$ cat config.mk
export PLATFORM = sky130hd
export DESIGN_NAME = window_binconv
export DESIGN_NICKNAME = d
export VERILOG_FILES = /design/src/rtl/window_binconv.sv
export SDC_FILE = /design/constraint.sdc
export NUM_CORES = 1
export LEC_CHECK = 0
export CAP_MARGIN = 40
export CORE_ASPECT_RATIO = 1.1
export CORE_MARGIN = 3
export CORE_UTILIZATION = 50
export CTS_CLUSTER_SIZE = 12
export DETAILED_ROUTE_END_ITERATION = 12
export DONT_BUFFER_PORTS = 1
export GPL_TIMING_DRIVEN = 0
export PLACE_DENSITY = 0.66
export SYNTH_ARGS = -nofsm -noshare
export SYNTH_HDL_FRONTEND = slang
export SYNTH_SLANG_ARGS = --single-unit
$ cat constraint.sdc
create_clock -name clk -period 8.9 [get_ports clk]
set_input_delay 1.78 -clock clk [delete_from_list [all_inputs] [get_ports clk]]
set_output_delay 1.78 -clock clk [all_outputs]
set_load 0.02 [all_outputs]
$ cat src/rtl/window_binconv.sv
// -----------------------------------------------------------------------------
// window_binconv
//
// Binary convolution back-end that sits behind the binary sliding-window
// stage. It takes one KERNEL_SIZE x KERNEL_SIZE binary window per handshake
// and XNORs it with a stored binary kernel. The matching bits are counted, and
// the count is compared against a stored threshold. The result is one
// output-feature-map bit per window, written to an external RAM write port.
// The block also requests each next window from the window stage. It counts
// windows until the whole OUT_ROW_LEN x OUT_COL_LEN map has been written.
//
// Ports:
//   clk        clock
//   rst        synchronous, active-low reset
//   w_load     load w_in / thresh_in into the kernel registers (IDLE/DONE only)
//   w_in       binary kernel, bit i pairs with win_in[i]
//   thresh_in  activation threshold
//   start      begin processing one output map (accepted in IDLE only)
//   win_in     current window bits
//   win_valid  window on win_in is valid, sampled at posedge
//   slide      one-cycle request for the next window
//   out_wen    output RAM write enable
//   out_addr   output RAM address (row-major window index)
//   out_data   output bit: popcount >= threshold
//   pop_out    popcount of the window being written
//   busy       high from accepted start until DONE is entered
//   done       one-cycle pulse in the cycle following the final write edge
//   overrun    sticky: win_valid seen while not waiting for a window
// -----------------------------------------------------------------------------
module window_binconv #(
    parameter int KERNEL_SIZE    = 3,
    parameter int OUT_ROW_LEN    = 30,
    parameter int OUT_COL_LEN    = 30,
    parameter int OUT_ADDR_WIDTH = 10,
    parameter int CNT_WIDTH      = 4
) (
    input  logic                                   clk,
    input  logic                                   rst,
    input  logic                                   w_load,
    input  logic [KERNEL_SIZE*KERNEL_SIZE-1:0]     w_in,
    input  logic [CNT_WIDTH-1:0]                   thresh_in,
    input  logic                                   start,
    input  logic [KERNEL_SIZE*KERNEL_SIZE-1:0]     win_in,
    input  logic                                   win_valid,
    output logic                                   slide,
    output logic                                   out_wen,
    output logic [OUT_ADDR_WIDTH-1:0]              out_addr,
    output logic                                   out_data,
    output logic [CNT_WIDTH-1:0]                   pop_out,
    output logic                                   busy,
    output logic                                   done,
    output logic                                   overrun
);

    localparam int N     = KERNEL_SIZE * KERNEL_SIZE;
    localparam int TOTAL = OUT_ROW_LEN * OUT_COL_LEN;
    localparam logic [OUT_ADDR_WIDTH-1:0] LAST_ADDR = OUT_ADDR_WIDTH'(TOTAL - 1);

    typedef enum logic [2:0] {
        S_IDLE      = 3'd0,
        S_WAIT_WIN  = 3'd1,
        S_REQ_SLIDE = 3'd2,
        S_DRAIN     = 3'd3,
        S_DONE      = 3'd4
    } state_t;

    state_t state_reg;
    state_t state_next;

    // Kernel and threshold
    logic [N-1:0]              w_reg;
    logic [CNT_WIDTH-1:0]      thresh_reg;

    // Control counters
    logic [OUT_ADDR_WIDTH-1:0] win_cnt_reg;
    logic                      drain_cnt_reg;

    // Stage 1: XNOR of window and kernel, tagged with its output address
    logic                      s1_valid_reg;
    logic [N-1:0]              s1_xnor_reg;
    logic [OUT_ADDR_WIDTH-1:0] s1_addr_reg;

    // Stage 2: popcount
    logic                      s2_valid_reg;
    logic [CNT_WIDTH-1:0]      s2_pop_reg;
    logic [OUT_ADDR_WIDTH-1:0] s2_addr_reg;

    // Output write port
    logic                      out_wen_reg;
    logic [OUT_ADDR_WIDTH-1:0] out_addr_reg;
    logic                      out_data_reg;
    logic [CNT_WIDTH-1:0]      pop_out_reg;
    logic                      overrun_reg;

    // Decoded handshake events
    logic                      start_ok;
    logic                      accept;
    logic                      last_win;
    logic                      kernel_wr;
    logic                      stray_valid;
    logic [N-1:0]              xnor_bits;

    assign start_ok    = (state_reg == S_IDLE) && start;
    assign accept      = (state_reg == S_WAIT_WIN) && win_valid;
    assign last_win    = (win_cnt_reg == LAST_ADDR);
    assign kernel_wr   = w_load && ((state_reg == S_IDLE) || (state_reg == S_DONE));
    assign stray_valid = win_valid && (state_reg != S_WAIT_WIN);

    // A weight bit and a window bit "agree" when they are equal.
    generate
        for (genvar gi = 0; gi < N; gi++) begin : g_xnor
            assign xnor_bits[gi] = ~(win_in[gi] ^ w_reg[gi]);
        end
    endgenerate

    // Zero-extended sum of the agreement bits. CNT_WIDTH holds N, so the
    // sum cannot overflow.
    function automatic logic [CNT_WIDTH-1:0] popcount(input logic [N-1:0] v);
        logic [CNT_WIDTH-1:0] s;
        s = '0;
        for (int i = 0; i < N; i++) begin
            s = s + CNT_WIDTH'(v[i]);
        end
        return s;
    endfunction

    // ------------------------------------------------------------------
    // FSM: state register
    // ------------------------------------------------------------------
    always_ff @(posedge clk) begin
        if (!rst) begin
            state_reg <= S_IDLE;
        end else begin
            state_reg <= state_next;
        end
    end

    // ------------------------------------------------------------------
    // FSM: next-state logic
    // ------------------------------------------------------------------
    always_comb begin
        state_next = state_reg;
        case (state_reg)
            S_IDLE: begin
                // The first window is already on its way; no slide needed.
                if (start) begin
                    state_next = S_WAIT_WIN;
                end
            end
            S_WAIT_WIN: begin
                if (win_valid) begin
                    state_next = last_win ? S_DRAIN : S_REQ_SLIDE;
                end
            end
            S_REQ_SLIDE: begin
                state_next = S_WAIT_WIN;
            end
            S_DRAIN: begin
                // Two cycles let the final window reach the write port.
                if (drain_cnt_reg) begin
                    state_next = S_DONE;
                end
            end
            S_DONE: begin
                state_next = S_IDLE;
            end
            default: begin
                state_next = S_IDLE;
            end
        endcase
    end

    // ------------------------------------------------------------------
    // FSM: outputs
    // ------------------------------------------------------------------
    always_comb begin
        slide = 1'b0;
        done  = 1'b0;
        busy  = 1'b0;
        case (state_reg)
            S_WAIT_WIN:  busy  = 1'b1;
            S_REQ_SLIDE: begin
                busy  = 1'b1;
                slide = 1'b1;
            end
            S_DRAIN:     busy  = 1'b1;
            S_DONE:      done  = 1'b1;
            default:     ;
        endcase
    end

    // ------------------------------------------------------------------
    // Kernel registers, counters and sticky overrun flag
    // ------------------------------------------------------------------
    always_ff @(posedge clk) begin
        if (!rst) begin
            w_reg         <= '0;
            thresh_reg    <= '0;
            win_cnt_reg   <= '0;
            drain_cnt_reg <= 1'b0;
            overrun_reg   <= 1'b0;
        end else begin
            if (kernel_wr) begin
                w_reg      <= w_in;
                thresh_reg <= thresh_in;
            end

            if (start_ok) begin
                win_cnt_reg <= '0;
            end else if (accept && !last_win) begin
                // The counter parks on the final index instead of wrapping.
                win_cnt_reg <= win_cnt_reg + 1'b1;
            end

            if (state_reg == S_DRAIN) begin
                drain_cnt_reg <= ~drain_cnt_reg;
            end else begin
                drain_cnt_reg <= 1'b0;
            end

            // An accepted start takes priority over a stray win_valid.
            if (start_ok) begin
                overrun_reg <= 1'b0;
            end else if (stray_valid) begin
                overrun_reg <= 1'b1;
            end
        end
    end

    // ------------------------------------------------------------------
    // Datapath pipeline: XNOR -> popcount -> threshold/write
    // ------------------------------------------------------------------
    always_ff @(posedge clk) begin
        if (!rst) begin
            s1_valid_reg <= 1'b0;
            s1_xnor_reg  <= '0;
            s1_addr_reg  <= '0;
            s2_valid_reg <= 1'b0;
            s2_pop_reg   <= '0;
            s2_addr_reg  <= '0;
            out_wen_reg  <= 1'b0;
            out_addr_reg <= '0;
            out_data_reg <= 1'b0;
            pop_out_reg  <= '0;
        end else begin
            s1_valid_reg <= accept;
            if (accept) begin
                s1_xnor_reg <= xnor_bits;
                s1_addr_reg <= win_cnt_reg;
            end

            s2_valid_reg <= s1_valid_reg;
            if (s1_valid_reg) begin
                s2_pop_reg  <= popcount(s1_xnor_reg);
                s2_addr_reg <= s1_addr_reg;
            end

            // Address, data and popcount hold their last written values
            // while no write is in progress.
            out_wen_reg <= s2_valid_reg;
            if (s2_valid_reg) begin
                out_addr_reg <= s2_addr_reg;
                out_data_reg <= (s2_pop_reg >= thresh_reg);
                pop_out_reg  <= s2_pop_reg;
            end
        end
    end

    assign out_wen  = out_wen_reg;
    assign out_addr = out_addr_reg;
    assign out_data = out_data_reg;
    assign pop_out  = pop_out_reg;
    assign overrun  = overrun_reg;

endmodule
After elaboration in Yosys (flattened, before gate mapping)
Cells that the tools add are included.
{"block": "word_totals", "reg_bits": 79, "input_bits": 27, "out_inout_bits": 20, "word_cells": 75}
{"block": "classes", "n_addsub": 9, "order_cmp": 1, "eq_ne": 9, "muxes": 8, "bitwise": 20, "n_reduce_logical": 12}
{"op": "adder 4 x 1 -> 4 bit", "n": 5}
{"op": "one-hot mux 3 bit (4 select lines)", "n": 1}
{"op": "NOT 1 bit", "n": 11}
{"op": "adder 10 x 1 -> 10 bit (second input constant)", "n": 1}
{"op": "== test 10 bit (second input constant)", "n": 1}
{"op": "2-to-1 mux 3 bit", "n": 3}
{"op": "bitwise XOR 1 bit", "n": 9}
{"op": "== test 3 x 2 -> 1 bit (second input constant)", "n": 2}
{"op": "!= test 2 bit (second input constant)", "n": 3}
{"op": "logical AND 1 bit", "n": 5}
{"op": "adder 3 x 1 -> 4 bit", "n": 1}
{"op": "greater-or-equal comparator 4 bit", "n": 1}
{"op": "2-to-1 mux 1 bit", "n": 4}
{"op": "adder 2 x 1 -> 3 bit", "n": 1}
{"op": "== test 3 x 1 -> 1 bit (second input constant)", "n": 1}
{"op": "== test 3 bit (second input constant)", "n": 1}
{"op": "logical NOT 3 bit", "n": 1}
{"op": "!= test 3 x 1 -> 1 bit (second input constant)", "n": 1}
{"op": "AND reduction 3 bit", "n": 1}
{"op": "OR reduction 3 bit", "n": 1}
{"op": "adder 1 x 1 -> 2 bit", "n": 1}
{"op": "AND reduction 2 bit", "n": 1}
{"op": "OR reduction 2 bit", "n": 1}
{"op": "logical NOT 1 bit", "n": 1}
{"op": "logical OR 1 bit", "n": 1}

Logic depth before layout (Yosys ltp)
Gate-level depths: netlist of the first run.
{"block": "logic_depth", "word_depth": 8, "mapped_depth": 11, "mapped_depth_nobuf": 11}

Worst setup path after synthesis of the first run
OpenSTA, ideal clock, no wires.
{"block": "synth_timing", "path_kind": "register to register", "start": "register s1_xnor_reg[0]", "end": "register s2_pop_reg[1]", "setup_ns": 0.058, "arrival_time_ns": 2.855, "required_ns": 8.842, "setup_slack_ns": 5.986, "stages_incl_launch_ff": 11, "path_buffers": 0, "synth_period_minus_slack_ns": 2.914, "cell_sequence": "dfxtp_1 -> inv_1 -> fa_1 -> fa_1 -> fa_1 -> inv_1 -> fa_1 -> inv_1 -> fa_1 -> nand2_1 -> o211a_1"}
{"block": "synth_via", "elab_chain_cells": 8}
{"item": "from (decl)", "line": "80", "text": "logic [N-1:0] s1_xnor_reg;"}
{"item": "from (signal assigned)", "line": "248", "text": "s1_xnor_reg <= xnor_bits;"}
{"item": "adder 1 x 1 -> 2 bit", "line": "122", "text": "s = s + CNT_WIDTH'(v[i]);"}
{"item": "adder 2 x 1 -> 3 bit", "line": "122"}
{"item": "adder 3 x 1 -> 4 bit", "line": "122"}
{"item": "adder 4 x 1 -> 4 bit (5 in series)", "line": "122"}
{"item": "to (signal assigned)", "line": "254", "text": "s2_pop_reg <= popcount(s1_xnor_reg);"}
{"item": "to (decl)", "line": "85", "text": "logic [CNT_WIDTH-1:0] s2_pop_reg;"}
Every way passes these cells.
A chain may end at the register's enable or synchronous reset.

Worst setup path in the final report of the first run
{"block": "layout_timing", "start": "register state_reg[1]", "end": "output slide"}
{"block": "layout_via", "elab_chain_cells": 2}
{"item": "from (decl)", "line": "67", "text": "state_t state_reg;"}
{"item": "from (signal assigned)", "line": "134", "text": "state_reg <= state_next;"}
{"item": "== test 3 x 2 -> 1 bit", "line": "180", "text": "case (state_reg)"}
{"item": "2-to-1 mux 1 bit", "line": "180"}
{"item": "to (decl)", "line": "45", "text": "output logic slide,"}
Every way passes these cells.

==> out/summary.txt, run 1 <==
status -> finished, final reports clean
Starting DRT DRC Count -> 58
Met2 Routed Length -> 2690 um
IO buf count -> 0
Clock Tree Root -> clkbuf_8
Worst Path Required -> 7.12 ns
Row Count -> 31
Wirelength per Cell -> 13.2 um
DR WL met3 -> 284 um
hold buffers post-CTS -> 0
Worst path depth -> 2
Reg area -> 1580 um^2
clock buffer depth -> 2
Worst Skew -> 0.00577 ns
fin crit share -> 0.366
Clock Pin Slew Worst Setup and Hold Paths -> 0.08 ns
Post-synth EDFFs -> 0
wl on met1 -> 3090 um
IO Pins -> 47
Sum Neg Setup Slack -> 0 ns
Overall Global Routing Usage -> 0.173
Nets -> 418
DIE WIDTH -> 85.3 um
worst vdd ir -> 0.000123 V
Die H -> 93.2 um
CP cell instances -> inv_1 -> nor3_1
top routing layer in use -> met4
async set-reset flop share out of synthesis -> 0
Non-Filler Instances -> 466
fill count -> 601
fin worst setup slack -> 5.64 ns
Crit. End Element -> output pin
part of the Yosys area used for sequential elements -> 0.458
worst path bufs/invs -> 1
Post-CTS Setup Inserts -> 0
DRC -> 0
Hold Violations, Final -> 0
FF-to-FF path depth -> 10
Final Critical Period -> 3.26 ns
Main synth FF type -> dfxtp_1
Sink Count -> 79
CTS tree -> yes
Reg2Reg Capture Point -> s2_pop_reg[1]
vias in the first global route -> 2317
GPL Wtd Cong -> 0.812
slowest stage delay, CP -> 0.55 ns
count of pins over their slew limit -> 0
Die ar. -> 7950 um^2
Multi-input gate area -> 1670 um^2
drt first pass iters -> 4
Starting Density -> 0.521
most common cell after layout, fill and taps aside -> dfxtp_1
via-per-instance ratio -> 5.01
max_cap viols -> 0
post-synthesis register bit count -> 79
Slowest-stage cell, CP -> nor3_1
CTS buffer count -> 9
CP max FO -> 8
worst hold slack -> 0.443 ns
Crit Path Class -> flop to output pin
most frequent cells in the layout -> dfxtp_1 (79), nand2_1 (70), a21boi_0 (32)
initial antenna violation count -> 0
WHS Endpoint -> state_reg[2]
CP Data Arrival Time -> 1.48 ns
Gate Count Post-Synth -> 368
max_slew headroom -> 0.578
first-pass GRT wire length -> 10900 um
worst min path class -> flop to flop
gr ovfl total -> 0
pre-CTS WS -> 5.83 ns
Yosys top cell by area -> dfxtp_1
fmax -> 307 MHz
startpoint types -> flop
Total Wirelength -> 6160 um
Syn-to-layout area delta -> 9.56%
largest net degree at the start of global routing -> 16
area of the mapped netlist -> 3460 um^2
post-cts gate resize count -> 0
Synth cell types -> 39
Final setup viols -> 0
PD cells -> 191 nW/um^2
share of the synthesized area in the top cell type -> 0.458
Post-DRT Antenna Nets -> 0
LEAKAGE -> 1.34 nW
Clock Latency Late Sink -> 0.34 ns
unrepaired setup endpoints after global routing -> false
worst slew pin tran -> 0.629 ns
ANT cells -> 0
H-tree Lvls -> 3
Hold Crit Start -> drain_cnt_reg
Vias -> 2333
Crit path max-delay family -> simple AND/OR/NAND/NOR gates
synth top area cells -> dfxtp_1 (46%), mux2i_1 (7.8%), nand2_1 (7.6%)
Mapped Nets -> 407
Reg2Reg Setup Slack -> 5.81 ns
Syn Area/Cell -> 9.39 um^2
Core Box Area -> 6630 um^2
hold path depth -> 2
Placed Cells -> 450
post-DP HPWL -> 4510 um
Crit Reg-Reg Startpoint -> s1_xnor_reg[0]
layout cells sized above 1 -> 0.0964
synth warn -> 0
-- worst max path at each step --
stage / startpoint / endpoint / slack [ns]
3_5_place_dp: s1_xnor_reg[0] / s2_pop_reg[1] / 5.83
2_1_floorplan: s1_xnor_reg[0] / s2_pop_reg[1] / 5.99
3_3_place_gp: s1_xnor_reg[0] / s2_pop_reg[1] / 5.90
4_1_cts: state_reg[1] / slide / 5.64
5_1_grt: state_reg[1] / slide / 5.52
6_report: state_reg[1] / slide / 5.64
-- metrics by stage --
stage          utilization  area [um^2]  power, W
4_1_cts              0.571         3790  0.000731
3_5_place_dp         0.537         3560  0.000432
6_report             0.571         3790  0.000724
3_3_place_gp         0.537         3560  0.000429
5_1_grt              0.571         3790  0.000754
2_1_floorplan            -         3460  0.000419
-- cells in the mapped netlist (2+ instances only) --
cell       n
nor2b_1   26
nand2_1   70
buf_4      3
xnor2_1   16
buf_6      2
buf_2      8
xor2_1     2
and2_1     6
nor2_1    12
nand4_1    4
a21oi_1    5
nor2_2     2
dfxtp_1   79
ha_1       7
nand3_1    7
mux2i_1   27
a21boi_0  32
inv_1     22
nor3_1     6
fa_1       5
clkbuf_1   9
-- where the power goes --
part,leakage (nW),total (W),internal [W],switching [W]
clock,0.115,0.000301,0.000162,0.000139
combinational,0.581,0.0000551,0.0000240,0.0000311
sequential,0.640,0.000367,0.000361,0.00000570
-- worst register-to-register path: cells and delay by family, from the launching register on --
| kind | cells | cell delay, ns |
|---|---|---|
| buffers and inverters | 3 | 0.20 |
| flip-flops | 1 | 0.33 |
| AND/OR/NAND/NOR | 1 | 0.09 |
| AO/OA/AOI/OAI | 1 | 0.13 |
| adder cells (fa/ha/maj) | 5 | 2.29 |
-- cells by family (layout without fill, tap and decap cells) --
kind of cell	count (synthesis)	after routing	synth area share
compound gates	45	45	0.0956
xor+xnor	18	18	0.0456
fa+ha+maj	12	12	0.0543
buf+inv	44	60	0.0583
flops	79	79	0.458
mux	27	27	0.0782
simple gates	143	143	0.210
-- metal layers --
layer,track usage,up-vias
li1,-,1218
met1,0.236,1064
met2,0.254,44
met3,0.0511,7
met4,0.0712,0
met5,0,-
-- layout make-up --
class                           count  share of cell area
Buffer                             22              0.0314
Clock buffer                        9              0.0327
Clock inverter                      7              0.0274
Inverter                           22              0.0218
Multi-Input combinational cell    245               0.442
Sequential cell                    79               0.418
Tap cell                           82              0.0271
No activity file was read; power rests on OpenSTA's default activity.
==> inputs of run 2 (changes only) <==
Settings changed: ABC_AREA set to 1, PLACE_DENSITY 0.66 to 0.69.
Clock period 8.9 ns to 2.9 ns, I/O delays scaled along.
==> out/summary.txt, run 2 <==
Gate Count Post-Synth -> 422 (+15%)
post-synthesis register bit count -> 79 (unchanged)
DIE WIDTH -> 83.8 um (-1.7%)
Wirelength per Cell -> 12.8 um (-3.5%)
vias in the first global route -> 2511 (+8.4%)
Starting DRT DRC Count -> 109 (+88%)
CP Data Arrival Time -> 3.21 ns (+1.73 ns)
Clock Tree Root -> clkbuf_8
part of the Yosys area used for sequential elements -> 0.475 (+0.0175)
status -> finished with violations
most frequent cells in the layout -> nor2_1 (96), dfxtp_1 (78), o21ai_0 (59)
worst hold slack -> 0.394 ns (-0.0493 ns)
Hold Violations, Final -> 0 (unchanged)
worst slew pin tran -> 0.661 ns (+0.0323 ns)
Die ar. -> 7670 um^2 (-3.4%)
max_cap viols -> 0 (unchanged)
GPL Wtd Cong -> 0.848 (+4.4%)
worst min path class -> input pin to flop
Final Critical Period -> 2.93 ns
Clock Latency Late Sink -> 0.35 ns (about the same)
Mapped Nets -> 461 (+13%)
IO buf count -> 0 (unchanged)
PD cells -> 655 nW/um^2 (+240%)
Final Instance Area -> 3680 um^2 (-2.7%)
Sw Ratio -> 0.247 (+0.00354)
share of the synthesized area in the top cell type -> 0.475 (+0.0175)
post-layout util -> 0.584 (+0.0131)
fill count -> 609 (+1.3%)
Starting Density -> 0.528 (+0.00674)
Worst Path Required -> 3.18 ns (-3.94 ns)
LEAKAGE -> 1.57 nW (+18%)
Syn Area/Cell -> 7.89 um^2 (-16%)
switching pwr -> 0.000596 W (+240%)
clock buffer depth -> 2 (unchanged)
Post-DRT Antenna Nets -> 0 (unchanged)
Vias -> 2622 (+12%)
area of the mapped netlist -> 3330 um^2 (-3.7%)
synth cell count leaders -> nor2_1 (96), dfxtp_1 (79), o21ai_0 (60)
layout cells sized above 1 -> 0.0913 (-0.00503)
Row Count -> 30 (-3.2%)
largest net degree at the start of global routing -> 14 (-2)
Crit Path Class -> flop to flop
Sink Count -> 79 (unchanged)
most numerous cell in the Yosys netlist -> nor2_1
synth top area cells -> dfxtp_1 (48%), nor2_1 (11%), o21ai_0 (9.0%)
ANT cells -> 0 (unchanged)
fin worst setup slack -> -0.0253 ns (-5.67 ns)
startpoint types -> flop
gr ovfl total -> 0 (unchanged)
Int Power -> 0.00181 W (+230%)
most common cell after layout, fill and taps aside -> nor2_1
Clock Pin Slew Worst Setup and Hold Paths -> 0.08 ns (about the same)
synth warn -> 0 (unchanged)
max_slew headroom -> 0.556 (-0.0217)
unrepaired setup endpoints after global routing -> true
DRC -> 0 (unchanged)
fmax -> 342 MHz
CTS tree -> yes
Comb power frac -> 0.108 (+0.032)
Yosys top cell by area -> dfxtp_1
Final setup viols -> 1 (+1)
Overall Global Routing Usage -> 0.184 (+0.0116)
Main synth FF type -> dfxtp_1
Core Box Area -> 6310 um^2 (-4.9%)
Flop pwr share -> 0.493 (-0.014)
H-tree Lvls -> 3 (unchanged)
Multi-input gate area -> 1510 um^2 (-9.8%)
Syn-to-layout area delta -> 10.6%
count of pins over their slew limit -> 0 (unchanged)
IO Pins -> 47 (unchanged)
Post-synth EDFFs -> 0 (unchanged)
Clk pwr share -> 0.399 (-0.018)
Die H -> 91.6 um (-1.7%)
CTS buffer count -> 9 (unchanged)
first-pass GRT wire length -> 11400 um (+4.9%)
via-per-instance ratio -> 5.06 (+1.1%)
failing checks -> negative setup slack
Total Wirelength -> 6610 um (+7.3%)
CP max FO -> 2 (-6)
post-DP HPWL -> 4850 um (+7.6%)
Synth cell types -> 31 (-21%)
dpl cell area -> 3430 um^2 (-3.7%)
worst vdd ir -> 0.000345 V (+180%)
Reg area -> 1580 um^2 (about the same)
initial antenna violation count -> 0 (unchanged)
Nets -> 472 (+13%)
Worst Skew -> 0.00409 ns (-0.00168 ns)
drt first pass iters -> 4 (unchanged)
fin crit share -> 1.01
async set-reset flop share out of synthesis -> 0 (unchanged)
pre-CTS WS -> -0.0932 ns (-5.92 ns)
Crit. End Element -> flop
run 2: changes by cell type after synthesis, moves of 8 or more:
cell      previous run  this run
mux2i_1             27         0
nor2b_1             26         0
o21ai_0              1        60
nor2_1              12        96
a21boi_0            32         0
inv_1               22        40
a21oi_1              5        33
xnor2_1             16         8
nand2_1             70        42
run 2: cell type report:
class | count | area share
clock inverters | 6 | 0.0296
clock buffers | 10 | 0.0347
well taps | 80 | 0.0272
plain buffers | 16 | 0.0221
flip-flops and latches | 79 | 0.430
multi-input cells | 283 | 0.410
inverters | 44 | 0.0469
run 2: metrics by stage:
| stage | std cells | setup TNS, ns | total power, W |
|---|---|---|---|
| after global placement | 502 | -0.0307 | 0.00146 |
| after CTS | 518 | -0.0789 | 0.00243 |
| after global routing | 518 | -0.242 | 0.00252 |
| after floorplan | 422 | 0 | 0.00141 |
| after detailed placement | 502 | -0.119 | 0.00147 |
| final | 518 | -0.0253 | 0.00241 |
run 2: cell families (layout without fill, tap and decap cells):
family,count (synthesis),after routing,share of synthesized area
simple gates,160,160,0.204
xor+xnor,14,14,0.0368
flops,79,79,0.475
compound gates,97,97,0.152
buf+inv,60,76,0.0763
fa+ha+maj,12,12,0.0564
run 2: worst max-delay path: stages, from the launching register on:
cell     delay, ns
dfxtp_2       0.33
inv_2         0.04
fa_1          0.55
fa_1          0.44
fa_1          0.50
inv_1         0.05
fa_2          0.34
inv_2         0.06
fa_2          0.43
a21oi_2       0.12
run 2: repair_timing:
action	in CTS	in global routing
hold buffers	0	0
resized for setup	8	1
pin swaps	5	3
setup buffers	0	0
setup endpoints to repair	2	2
run 2: power groups by stage:
stage	logic, W	clock network (W)	registers [W]
floorplan	0.000202	0	0.00120
global placement	0.000246	0	0.00121
detailed placement	0.000254	0	0.00121
CTS	0.000263	0.000977	0.00119
global route	0.000306	0.00102	0.00120
finish	0.000260	0.000962	0.00119
run 2: per-layer routing:
layer	routed length, um	global-route usage	up-vias
met2	2940	0.286	55
met1	3220	0.235	1179
met5	0	0	-
met3	292	0.0454	14
li1	-	-	1374
met4	150	0.0979	0
run 2: final timing paths:
path,startpoint,endpoint,slack (ns),cells after the start
max reg2reg,s1_xnor_reg[3],s2_pop_reg[1],-0.03,9
min,win_valid,overrun,0.39,2
min reg2reg,thresh_reg[1],thresh_reg[1],0.47,2
max,s1_xnor_reg[3],s2_pop_reg[1],-0.03,9
